===== config.mk =====
export PLATFORM = sky130hd
export DESIGN_NAME = video_timing_gen
export DESIGN_NICKNAME = d
export VERILOG_FILES = /design/src/rtl/video_pkg.sv /design/src/rtl/video_timing_gen_sync_delay.sv /design/src/rtl/video_timing_gen.sv
export SDC_FILE = /design/constraint.sdc
export NUM_CORES = 1
export LEC_CHECK = 0
export ABC_CLOCK_PERIOD_IN_PS = 2900
export CAP_MARGIN = 20
export CORE_UTILIZATION = 35
export CTS_BUF_LIST = sky130_fd_sc_hd__clkbuf_8
export CTS_CLUSTER_DIAMETER = 80
export CTS_CLUSTER_SIZE = 20
export DETAILED_ROUTE_END_ITERATION = 10
export PLACE_DENSITY = 0.61
export SYNTH_ARGS = -nofsm -noshare
export SYNTH_HDL_FRONTEND = slang
export SYNTH_SLANG_ARGS = --single-unit
export TNS_END_PERCENT = 1

===== constraint.sdc =====
create_clock -name clk_i -period 2.9 [get_ports clk_i]
set_input_delay 0.58 -clock clk_i [delete_from_list [all_inputs] [get_ports clk_i]]
set_output_delay 0.58 -clock clk_i [all_outputs]
set_load 0.05 [all_outputs]

===== src/rtl/video_pkg.sv =====
// video_pkg: shared timing constants and types for the video timing generator.
// Defaults describe 640x480@60 (800x525 totals) showing a 320x240 game frame
// pixel- and line-doubled. PIX_LAT is the counter-to-RGB pipeline latency.
package video_pkg;
    localparam int H_ACTIVE  = 640;
    localparam int H_FP      = 16;
    localparam int H_SYNC    = 96;
    localparam int H_BP      = 48;
    localparam int H_TOTAL   = 800;
    localparam int V_ACTIVE  = 480;
    localparam int V_FP      = 10;
    localparam int V_SYNC    = 2;
    localparam int V_BP      = 33;
    localparam int V_TOTAL   = 525;
    localparam int VEND_LEAD = 3;
    localparam int GAME_W    = 320;
    localparam int GAME_H    = 240;
    localparam int PIX_LAT   = 5;
    localparam int CNT_W     = 10;

    // Sync bundle carried through the alignment delay line.
    typedef struct packed {
        logic hs;
        logic vs;
        logic de;
    } sync_t;

    // Inactive level of the bundle: syncs high, no data enable.
    localparam sync_t SYNC_IDLE = '{hs: 1'b1, vs: 1'b1, de: 1'b0};
endpackage


===== src/rtl/video_timing_gen_sync_delay.sv =====
// sync_delay: N-stage shift register with a programmable reset value.
// Ports: clk_i/rst_i (sync, active-high), d_i input word, q_o = d_i delayed N cycles.
module sync_delay #(
    parameter int             W       = 1,
    parameter int             N       = 5,
    parameter logic [W-1:0]   RST_VAL = '0
) (
    input  logic         clk_i,
    input  logic         rst_i,
    input  logic [W-1:0] d_i,
    output logic [W-1:0] q_o
);
    logic [N-1:0][W-1:0] pipe_q;

    always_ff @(posedge clk_i) begin
        if (rst_i) pipe_q <= {N{RST_VAL}};
        else       pipe_q <= {pipe_q[N-2:0], d_i};
    end

    assign q_o = pipe_q[N-1];
endmodule


===== src/rtl/video_timing_gen.sv =====
// video_timing_gen: display timing, PPU row-buffer control pulses and the
// row-RAM -> palette -> RGB output pipeline.
// Ports: clk_i pixel clock, rst_i sync active-high reset;
//   hdmi_rowram_rdaddr_o / hdmi_rowram_rddata_i : row-RAM read (1-cycle latency)
//   hdmi_palram_rdaddr_o / hdmi_palram_rddata_i : palette read (1-cycle latency)
//   rowram_swap_o, next_row_o, vblank_start_o, vblank_end_soon_o : PPU control
//   rgb_o, hsync_o, vsync_o (active low), de_o : aligned video to the transmitter
module video_timing_gen
    import video_pkg::*;
#(
    parameter int H_ACTIVE  = video_pkg::H_ACTIVE,
    parameter int H_FP      = video_pkg::H_FP,
    parameter int H_SYNC    = video_pkg::H_SYNC,
    parameter int H_BP      = video_pkg::H_BP,
    parameter int V_ACTIVE  = video_pkg::V_ACTIVE,
    parameter int V_FP      = video_pkg::V_FP,
    parameter int V_SYNC    = video_pkg::V_SYNC,
    parameter int V_BP      = video_pkg::V_BP,
    parameter int VEND_LEAD = video_pkg::VEND_LEAD
) (
    input  logic        clk_i,
    input  logic        rst_i,
    output logic [8:0]  hdmi_rowram_rdaddr_o,
    input  logic [9:0]  hdmi_rowram_rddata_i,
    output logic [8:0]  hdmi_palram_rdaddr_o,
    input  logic [63:0] hdmi_palram_rddata_i,
    output logic        rowram_swap_o,
    output logic [7:0]  next_row_o,
    output logic        vblank_start_o,
    output logic        vblank_end_soon_o,
    output logic [23:0] rgb_o,
    output logic        hsync_o,
    output logic        vsync_o,
    output logic        de_o
);
    localparam logic [CNT_W-1:0] H_ACT  = CNT_W'(H_ACTIVE);
    localparam logic [CNT_W-1:0] H_LAST = CNT_W'(H_ACTIVE + H_FP + H_SYNC + H_BP - 1);
    localparam logic [CNT_W-1:0] HS_BEG = CNT_W'(H_ACTIVE + H_FP);
    localparam logic [CNT_W-1:0] HS_END = CNT_W'(H_ACTIVE + H_FP + H_SYNC);
    localparam logic [CNT_W-1:0] V_ACT  = CNT_W'(V_ACTIVE);
    localparam logic [CNT_W-1:0] V_LAST = CNT_W'(V_ACTIVE + V_FP + V_SYNC + V_BP - 1);
    localparam logic [CNT_W-1:0] VS_BEG = CNT_W'(V_ACTIVE + V_FP);
    localparam logic [CNT_W-1:0] VS_END = CNT_W'(V_ACTIVE + V_FP + V_SYNC);
    localparam logic [CNT_W-1:0] V_PRIME = V_LAST - CNT_W'(1);
    localparam logic [CNT_W-1:0] V_VEND  = V_LAST + CNT_W'(1) - CNT_W'(VEND_LEAD);
    // Last doubled active line pair: swap here hands row GAME_H-1 to the front.
    localparam logic [CNT_W-1:0] V_LROW = V_ACT - CNT_W'(3);

    logic [CNT_W-1:0] hcount_q, hcount_d, vcount_q, vcount_d;
    logic             active, swap_d, vbs_d, ves_d;
    logic [7:0]       next_row_q, next_row_d;
    logic             swap_q, vbs_q, ves_q;
    logic [PIX_LAT-1:1] vld_q;       // vld_q[i] = active of the pixel i cycles back
    logic [8:0]       rd_addr_q, pal_addr_q;
    logic             sel3_q, sel4_q;
    logic [23:0]      rgb_q;
    sync_t            sync_raw, sync_dly;
    logic             unused_pal;

    always_comb begin
        hcount_d = (hcount_q == H_LAST) ? '0 : hcount_q + CNT_W'(1);
        vcount_d = vcount_q;
        if (hcount_q == H_LAST) vcount_d = (vcount_q == V_LAST) ? '0 : vcount_q + CNT_W'(1);

        active      = (hcount_q < H_ACT) && (vcount_q < V_ACT);
        sync_raw.hs = !((hcount_q >= HS_BEG) && (hcount_q < HS_END));
        sync_raw.vs = !((vcount_q >= VS_BEG) && (vcount_q < VS_END));
        sync_raw.de = active;

        vbs_d = (vcount_q == V_ACT)  && (hcount_q == '0);
        ves_d = (vcount_q == V_VEND) && (hcount_q == '0);

        // The PPU renders one row ahead of the front buffer; the odd line of
        // each doubled pair hands over row k+1 and requests row k+2.
        swap_d     = 1'b0;
        next_row_d = next_row_q;
        if (hcount_q == H_ACT) begin
            if (vcount_q == V_PRIME) begin
                swap_d = 1'b1; next_row_d = 8'd0;
            end else if (vcount_q == V_LAST) begin
                swap_d = 1'b1; next_row_d = 8'd1;
            end else if (vcount_q == V_LROW) begin
                swap_d = 1'b1; next_row_d = 8'd0;
            end else if (vcount_q[0] && (vcount_q < V_LROW)) begin
                swap_d = 1'b1; next_row_d = 8'(vcount_q[CNT_W-1:1]) + 8'd2;
            end
        end
    end

    always_ff @(posedge clk_i) begin
        if (rst_i) begin
            hcount_q   <= '0;
            vcount_q   <= '0;
            swap_q     <= 1'b0;
            vbs_q      <= 1'b0;
            ves_q      <= 1'b0;
            next_row_q <= '0;
            vld_q      <= '0;
            rd_addr_q  <= '0;
            pal_addr_q <= '0;
            sel3_q     <= 1'b0;
            sel4_q     <= 1'b0;
            rgb_q      <= '0;
        end else begin
            hcount_q   <= hcount_d;
            vcount_q   <= vcount_d;
            swap_q     <= swap_d;
            vbs_q      <= vbs_d;
            ves_q      <= ves_d;
            next_row_q <= next_row_d;
            vld_q      <= {vld_q[PIX_LAT-2:1], active};
            if (active)   rd_addr_q <= hcount_q[CNT_W-1:1];
            // Row data for the pixel two cycles back is on the bus now.
            if (vld_q[2]) begin
                pal_addr_q <= hdmi_rowram_rddata_i[9:1];
                sel3_q     <= hdmi_rowram_rddata_i[0];
            end
            sel4_q <= sel3_q;   // realign half-select with the palette data
            if (vld_q[PIX_LAT-1])
                rgb_q <= sel4_q ? hdmi_palram_rddata_i[55:32] : hdmi_palram_rddata_i[23:0];
            else
                rgb_q <= '0;
        end
    end

    sync_delay #(.W($bits(sync_t)), .N(PIX_LAT), .RST_VAL(SYNC_IDLE)) u_sync_dly (
        .clk_i (clk_i),
        .rst_i (rst_i),
        .d_i   (sync_raw),
        .q_o   (sync_dly)
    );

    assign unused_pal = ^{hdmi_palram_rddata_i[63:56], hdmi_palram_rddata_i[31:24]};

    assign hdmi_rowram_rdaddr_o = rd_addr_q;
    assign hdmi_palram_rdaddr_o = pal_addr_q;
    assign rowram_swap_o        = swap_q;
    assign next_row_o           = next_row_q;
    assign vblank_start_o       = vbs_q;
    assign vblank_end_soon_o    = ves_q;
    assign rgb_o                = rgb_q;
    assign hsync_o              = sync_dly.hs;
    assign vsync_o              = sync_dly.vs;
    assign de_o                 = sync_dly.de;
endmodule


## Word level (Yosys, flattened, before mapping)

Cells that the tools add are included.

- Register bits after elaboration: 94
- Bits in latches: 0
- Bits in writable memories: 0
- Memory bits (read-only): 0
- Bits of input ports: 76
- Output and inout bits: 56
- Logic and storage cells: 60
- Memories kept: 0

- Add/sub/neg operators: 3
- Multipliers: 0
- Divide/modulo/power cells: 0
- Order comparisons: 7
- Equality and inequality tests: 7
- Shift operators: 0
- Muxes and demuxes: 10
- Bitwise logic cells: 2
- Reductions and logical operators: 14

Operators with widths:

| kind | count |
|---|---|
| 10-bit equality test, second input constant | 5 |
| 8-bit two-way mux | 4 |
| 10-bit by 9-bit less-than comparator with 1-bit output, second input constant | 3 |
| 24-bit two-way mux | 1 |
| 10-bit by 1-bit adder with 10-bit output, second input constant | 2 |
| 10-bit by 9-bit equality test with 1-bit output, second input constant | 2 |
| 10-bit less-than comparator, second input constant | 2 |
| 10-bit >= comparator, second input constant | 1 |
| 10-bit by 9-bit >= comparator with 1-bit output, second input constant | 1 |
| 10-bit logical NOT | 1 |
| 10-bit two-way mux | 1 |
| 8-bit by 2-bit adder with 8-bit output, second input constant | 1 |
| 1-bit logical AND | 6 |
| 2-bit OR reduction | 3 |
| 1-bit two-way mux | 4 |
| 4-bit nonzero test | 1 |
| 1-bit logical NOT | 2 |
| 1-bit NOT | 2 |
| 2-bit AND reduction | 1 |

## Depth between registers and ports, before layout

- Word-level depth: 6
- Depth in mapped cells: 6
- Mapped depth without buffers: 6

## By module

From an unflattened synthesis, not the netlist that was laid out.

- Cell total of the unflattened synthesis: 402
- Area, all modules: 3876.2 um2

By module, submodules not included:

| module | times used | cells an instance | area each (um2) | seq. area each (um2) |
|---|---|---|---|---|
| video_timing_gen | 1 | 368 | 3435.8 | 1581.5 |
| sync_delay | 1 | 34 | 440.4 | 300.3 |

## Worst setup path before layout

No wires, ideal clock.

- Kind: reg-to-reg
- From: register vcount_q[3]
- To: register next_row_q[0] (netlist: next_row_o[0])
- Setup time: 0.072 ns
- Arrival: 1.790 ns
- Data required time: 2.828 ns
- Slack: 1.038 ns
- Cell stages (with the launch flop): 7
- Path buffers: 1
- Clock period less this slack: 1.862 ns
- Cell sequence: dfxtp_1 > ha_1 > clkbuf_1 > nand2_1 > or4_4 > a31oi_4 > mux2i_1

- Word-level cells in the longest chain between the ends: 4
- Elaborated cells on any way between the ends: 10
- Those cells by class: order compare: 1; eq/ne: 3; mux: 3; reduce/logical: 3

Ends and longest elaborated chain:

| what | RTL line | source |
|---|---|---|
| start: declaration | video_timing_gen.sv:49 | `logic [CNT_W-1:0] hcount_q, hcount_d, vcount_q, vcount_d;` |
| start signal: assignment | video_timing_gen.sv:106 | `vcount_q <= vcount_d;` |
| 10-bit by 9-bit less-than comparator with 1-bit output or 10-bit by 9-bit equality test with 1-bit output (tied branches) | video_timing_gen.sv:84, video_timing_gen.sv:82 |  |
| 1-bit logical AND or 8-bit two-way mux (tied branches) | video_timing_gen.sv:84, video_timing_gen.sv:82 |  |
| 4-bit nonzero test (no line) or 8-bit two-way mux (tied branches) | - |  |
| 2-bit AND reduction (no line) or 8-bit two-way mux (tied branches) | - |  |
| end signal: assignment | video_timing_gen.sv:110 | `next_row_q <= next_row_d;` |
| end: declaration | video_timing_gen.sv:51 | `logic [7:0] next_row_q, next_row_d;` |

Several ways; a longest one is shown, not always the timed one.
A chain may end at the register's enable or synchronous reset.

## Worst setup path after layout

- From: register hcount_q[1]
- To: register vcount_q[3]

- Word-level cells in the longest chain between the ends: 1

Ends and longest elaborated chain:

| what | RTL line | source |
|---|---|---|
| start: declaration | video_timing_gen.sv:49 |  |
| start signal: assignment | video_timing_gen.sv:105 | `hcount_q <= hcount_d;` |
| 10-bit equality test | video_timing_gen.sv:63 | `if (hcount_q == H_LAST) vcount_d = (vcount_q == V_LAST) ? '0 : vcount_q + CNT_W'(1);` |

No other way between the ends.

==> results.md <==
- Largest cells by area after synthesis: dfxtp_1, mux2i_1, nor2_1
- Layout cell share with drive strength beyond 1: roughly 8.5%
- Period minus WS final: about 2200 ps
- Synthesis Warnings: 0
- Overflow after GRT: 0
- Seq cells post-synth: 90
- Final setup fails: 0
- Row count: 37
- Io pins: between 100 and 150
- Largest net degree at the start of global routing: 26
- Sinks on Clock Net: 90
- Htree depth: 3
- Lkg Pwr: ~1.8 nW
- Vias per cell: a little under 5
- Diode count: 0
- Nets: 575
- Mean routed wirelength per cell: around 14 µm
- Crit. Startpoint: hcount_q[1]$_SDFF_PP0_
- Initial DRC count: about 160
- Drt pass-1 iters: 4
- Area after DPL: about 4900 µm²
- Initial Util: between 30 and 40%
- Outcome: finished, final reports clean
- Antenna Nets Post-Route: 0
- Worst min path class: reg -> reg
- PD cells: 450 nW/µm²
- Die height: roughly 100 µm
- Worst Setup End Kind: register
- GRT Resource Usage Total: 16.6%
- Max Freq: 0.445 GHz
- Cell taking the most area after synthesis: dfxtp_1
- Latest clock arrival within the worst-skew pair: 360 ps
- IO Port Bufs: 115
- CTS Buffer Depth: 2
- Total wire length: between 8 and 9 mm
- Initial antenna violation count: 0
- Post-synth EDFFs: 0
- Worst-path clk slew: 90 ps
- Final HPWL DP: approximately 6.4 mm
- Core footprint: between 10000 and 15000 µm²
- Die area: approximately 11000 µm²
- Final Cell Area: between 5000 and 6000 µm²
- Vias: between 3000 and 4000
- Peak VDD IR: about 0.00022 V
- Slew margin rel.: 54.6%
- Cts hold-fix bufs: 0
- Setup TNS: 0 ps
- CP Launch Type: register
- Clk_skew: 13.6 ps
- CP required: around 3200 ps
- Cell variety after synth: 55
- Vias in the first global route: about 2800
- First-pass GRT wire length: roughly 14 mm
- Sequential share of the synthesized area: between 40% and 50%
- Mean Syn Cell Area: just under 10 µm²
- Area grow syn2layout: 38.3%
- Critical R2R Launch: hcount_q[1]$_SDFF_PP0_
- WS Path Type: reg -> reg
- Synth async-reset ratio: 0%
- Flop-to-flop setup slack: 650 ps
- Final routed DRC violation total: 0
- CTS tree: yes
- Worst slew pin tran: approximately 680 ps
- Post-Syn Nets: 465
- R2R depth: 5
- Fin crit share: between 70 and 80%
- CTS buffer count: 9
- Share of the synthesized area in the top cell type: 48.6%
- Ys flop type: dfxtp_1
- Worst setup endpoint: vcount_q[3]$_SDFFE_PP0P_
- Final Wtd Congestion: between 0.8 and 0.9
- Hold Vio Cnt, Final: 0
- CP arrival: ~2500 ps
- Max-slew violations: 0
- Synth Instances: around 380
- Post CTS Setup Buffer Count: 0
- Largest fanout on the critical path: 11
- RSZ-0062 raised after global routing: false
- Die width: 105 µm
- Mapped Area: around 3700 µm²
- RR Endpoint: vcount_q[3]$_SDFFE_PP0P_
- Resize count post-CTS: 0
- CTS root buf: clkbuf_8
- WHS Path Cells: 1
- Maxcap violations: 0
## where the power goes
| part | total [mW] | internal [mW] | leakage [nW] | switching [mW] |
|---|---|---|---|---|
| registers | 1.27 | 1.25 | 0.729 | 0.0139 |
| logic | 0.218 | 0.121 | 0.972 | 0.0975 |
| clock network | 0.823 | 0.408 | 0.101 | 0.415 |
## cell usage after synthesis (2+ instances only)
cell      count
o21a_1        3
and4_1        2
nand3b_1      2
and3_1        3
ha_1         10
or4_1         3
dfxtp_1      90
o32ai_1       7
a21oi_1      10
nor2_1       55
or2_2        10
o41ai_1       2
nor2b_1       4
buf_2         5
nor3_1        7
nand4_1       5
mux2i_1      41
o21ai_0       8
clkbuf_1     10
nand2_1      29
xor2_1        5
or3_1         3
xnor2_1       7
inv_1        13
o31ai_1       2
clkbuf_8      2
nand3_1      13
## per-stage QoR
stage	setup slack (ps)	util, %	hold WS [ps]	cells	total power, mW
after global placement	543	48.1	392	614	1.51
after detailed placement	563	48.1	393	614	1.52
final	652	49.9	410	628	2.31
after global routing	471	49.9	422	628	2.42
after floorplan	1040	-	389	379	1.40
after CTS	625	49.9	412	628	2.35
## flip-flops by register name (all words and copies together), names as in the netlist, 3 cells and up
name and count:
u_sync_dly.q_o 3, vcount_q 10, next_row_o 8, rgb_o 24, u_sync_dly.pipe_q 11, hdmi_palram_rdaddr_o 9, hdmi_rowram_rdaddr_o 9, hcount_q 10
## routing by layer
| metal | part of all wire, % | up-vias | GRT usage [%] | wire [µm] |
|---|---|---|---|---|
| met3 | 4.7 | 17 | 4.18 | 413 |
| met5 | 0 | - | 0 | 0 |
| met1 | 46 | 1400 | 20.6 | 4010 |
| met4 | 2.2 | 0 | 7.65 | 196 |
| met2 | 48 | 82 | 27.0 | 4190 |
| li1 | - | 1525 | - | - |
## kinds of logic after synthesis
group	Yosys count	share of synthesized area [%]
simple gates	150	20.6
flops	90	48.6
compound gates	42	8.94
mux	41	11.1
buf+inv	34	4.59
xor+xnor	12	2.83
fa+ha+maj	10	3.37
## worst min-delay path by stage
stage,start,endpoint
after floorplan,u_sync_dly.pipe_q[7]$_SDFF_PP1_,u_sync_dly.pipe_q[10]$_SDFF_PP1_
after global placement,u_sync_dly.pipe_q[2]$_SDFF_PP1_,u_sync_dly.pipe_q[5]$_SDFF_PP1_
after detailed placement,u_sync_dly.pipe_q[7]$_SDFF_PP1_,u_sync_dly.pipe_q[10]$_SDFF_PP1_
after CTS,u_sync_dly.pipe_q[1]$_SDFF_PP1_,u_sync_dly.pipe_q[4]$_SDFF_PP1_
after global routing,u_sync_dly.pipe_q[4]$_SDFF_PP1_,u_sync_dly.pipe_q[7]$_SDFF_PP1_
final,u_sync_dly.pipe_q[5]$_SDFF_PP1_,u_sync_dly.pipe_q[8]$_SDFF_PP1_
## worst max-delay path, stage by stage, from the launching register on
cell and delay [ps]:
dfxtp_1 410, ha_1 230, and4_2 300, nand3_1 310
o21ai_1 660, o21ba_2 250
## cell usage in the layout (no fill, tap or decap), drive strengths merged, types with 7 or more instances in the layout
| cell | n |
|---|---|
| clkdlybuf4s50 | 115 |
| dfxtp | 90 |
| nor2 | 55 |
| mux2i | 41 |
| nand2 | 29 |
| inv | 15 |
| nand3 | 13 |
| a21oi | 10 |
| or2 | 10 |
| ha | 10 |
| clkbuf | 10 |
| o21ai | 9 |
| nor3 | 8 |
| xnor2 | 7 |
| o32ai | 7 |
## final cells by class
| type | count | area [µm²] |
|---|---|---|
| clock buffer | 10 | 138 |
| clock inverter | 4 | 46.3 |
| fill | 1004 | 5150 |
| inverter | 13 | 48.8 |
| multi-input combinational | 255 | 1740 |
| sequential | 90 | 1800 |
| tap | 136 | 170 |
| timing repair buffer | 120 | 1190 |
No activity file was read; power rests on OpenSTA's default activity.
==> RTL change (config.mk and constraints unchanged) <==
The output `rowram_swap_o` loses its register stage (`swap_q` becomes a continuous assignment).
--- a/src/rtl/video_timing_gen.sv
+++ b/src/rtl/video_timing_gen.sv
@@ -93,3 +93,2 @@
             vcount_q   <= '0;
-            swap_q     <= 1'b0;
             vbs_q      <= 1'b0;
@@ -106,3 +105,2 @@
             vcount_q   <= vcount_d;
-            swap_q     <= swap_d;
             vbs_q      <= vbs_d;
@@ -124,2 +122,4 @@
     end
+
+    assign swap_q = swap_d;
 
Behaviour: no difference found for any inputs over 10 cycles, from zero or initial values and one cycle with rst_i high; that may be too few to reach the edited logic, so the function may still have changed.
==> RTL change against the unedited design <==
  * Sequential cell count decreased by 1
  * Wire length decreased by 5.5%
  * Highest routed layer unchanged
  * Synthesized cell count decreased by 1.1%
  * Worst hold slack improved by 0.0024 ns
  * Design area decreased by 1.6%
  * First-iteration DRC count decreased by 59%
  * Clock skew decreased by 0.0048 ns
  * Core utilization increased by 1.3 points
  * Non-clock buffer count unchanged
  * Power increased by 2.5%
  * Clock power increased by 9.1%
  * Synthesized area decreased by 2.8%
  * Setup slack got worse by 0.51 ns
==> RTL change: results (changes against the unedited design) <==
* Via Count at 2908 (-3.8%)
* DPL Wire Length at 6040 um (-5.7%)
* Clock skew at 0.00878 ns (-0.00483 ns)
* Reg clk slew, reported paths at 0.08 ns
* Post-synthesis sequential area ratio at 0.494 (+0.00861)
* Pre-CTS WS at 0.317 ns (-0.246 ns)
* Share of cells above drive strength 1 at 0.0859 (+0.000524)
* Clock buffers at 9 (-1)
* Fillers at 905 (-9.9%)
* Max-slew headroom at 0.429 (-0.116)
* Post-synth cell types at 41 (-25%)
* Post-synth top cells: dfxtp_1, nor2_1, mux2i_1
* Ranking of synthesized cells by area: dfxtp_1, mux2i_1, nor2_1, ha_1, xnor2_1
* Clk tree area frac at 0.0416 (+0.00579)
* Peak supply drop at 190 uV (-12%)
* LEAKAGE at 1.82 nW (+1.1%)
* Number of global-route vias before repair at 2599 (-6.6%)
* Data buffer area share at 0.234 (+0.00230)
* Reg area at 0.00178 mm^2 (-0.97%)
* GRT Total Usage at 0.154 (-0.0117)
* Status: finished, final reports clean
* Synth Net Count at 461 (-0.86%)
* Post_cts resized at 1 (+1)
* Met3 wire len at 730 um (+77%)
* Clock tree buffer depth at 2 (unchanged)
* Inverters at 10 (-3)
* Pwr Density at 469 mW/mm^2 (+4.2%)
* Sw power at 0.531 mW (+0.80%)
* Multi-input combinational area share at 0.331 (-0.00809)
* Power Combinational at 0.215 mW
* Largest net degree at the start of global routing at 37 (+42%)
* Total iterations of the first detailed-routing run at 4 (unchanged)
* Setup Buffers After CTS at 0 (unchanged)
* Final Util at 0.512 (+0.0125)
* Sequential power at 1.25 mW
* Met3 Use GR at 0.0336 (-0.00819)
* Metal-1 WL at 3720 um (-7.4%)
* Port Buffers at 115 (unchanged)
* Routing usage on met1 at 0.192 (-0.0145)
* Synthesized flop and latch total at 89 (-1.1%)
* Max FO, Critical Path at 6 (-5)
* GPL Wtd Cong at 0.847 (-1.8%)
* Met2 routed WL at 3720 um (-11%)
* Multi-In Gates at 254 (-0.39%)
* Met2 Usage GRT at 0.249 (-0.0205)
* Routed Wire Length at 8340 um (-5.5%)
* Global-route wire length before repair at 12500 um (-13%)
* NumNets Final at 570 (-0.87%)
* # rows at 36 (-2.7%)
* Via-per-instance ratio at 4.68 (-2.9%)
* Initial DRC count at 67 (-59%)
* Dpl cells at 606 (-1.3%)
* Syn Inst Count at 375 (-1.1%)
* DP Area at 0.00483 mm^2 (-2.4%)
RTL change: worst max-delay path, cell delays in order, from the launching register on:
cell and delay (ns):
dfxtp_2 0.39, inv_1 0.13, ha_1 0.21, or2_2 0.26, o311a_1 0.31, o31ai_2 0.24, inv_1 0.08, buf_4 0.19
RTL change: path summary, 6_finish.rpt:
path                         from                     to  slack, ns  cells past startpoint
min reg2reg  u_sync_dly.pipe_q[7]  u_sync_dly.pipe_q[10]       0.41                      1
max                   vcount_q[0]          rowram_swap_o       0.14                      7
min          u_sync_dly.pipe_q[7]  u_sync_dly.pipe_q[10]       0.41                      1
max reg2reg           hcount_q[1]          next_row_o[3]       0.53                      8
RTL change: kinds of logic after synthesis:
group                    share of synthesized area
buffers and inverters                       0.0441
XOR/XNOR                                    0.0486
AO/OA/AOI/OAI                               0.0479
flip-flops                                   0.494
multiplexers                                 0.108
adder cells (fa/ha/maj)                     0.0347
AND/OR/NAND/NOR                              0.222
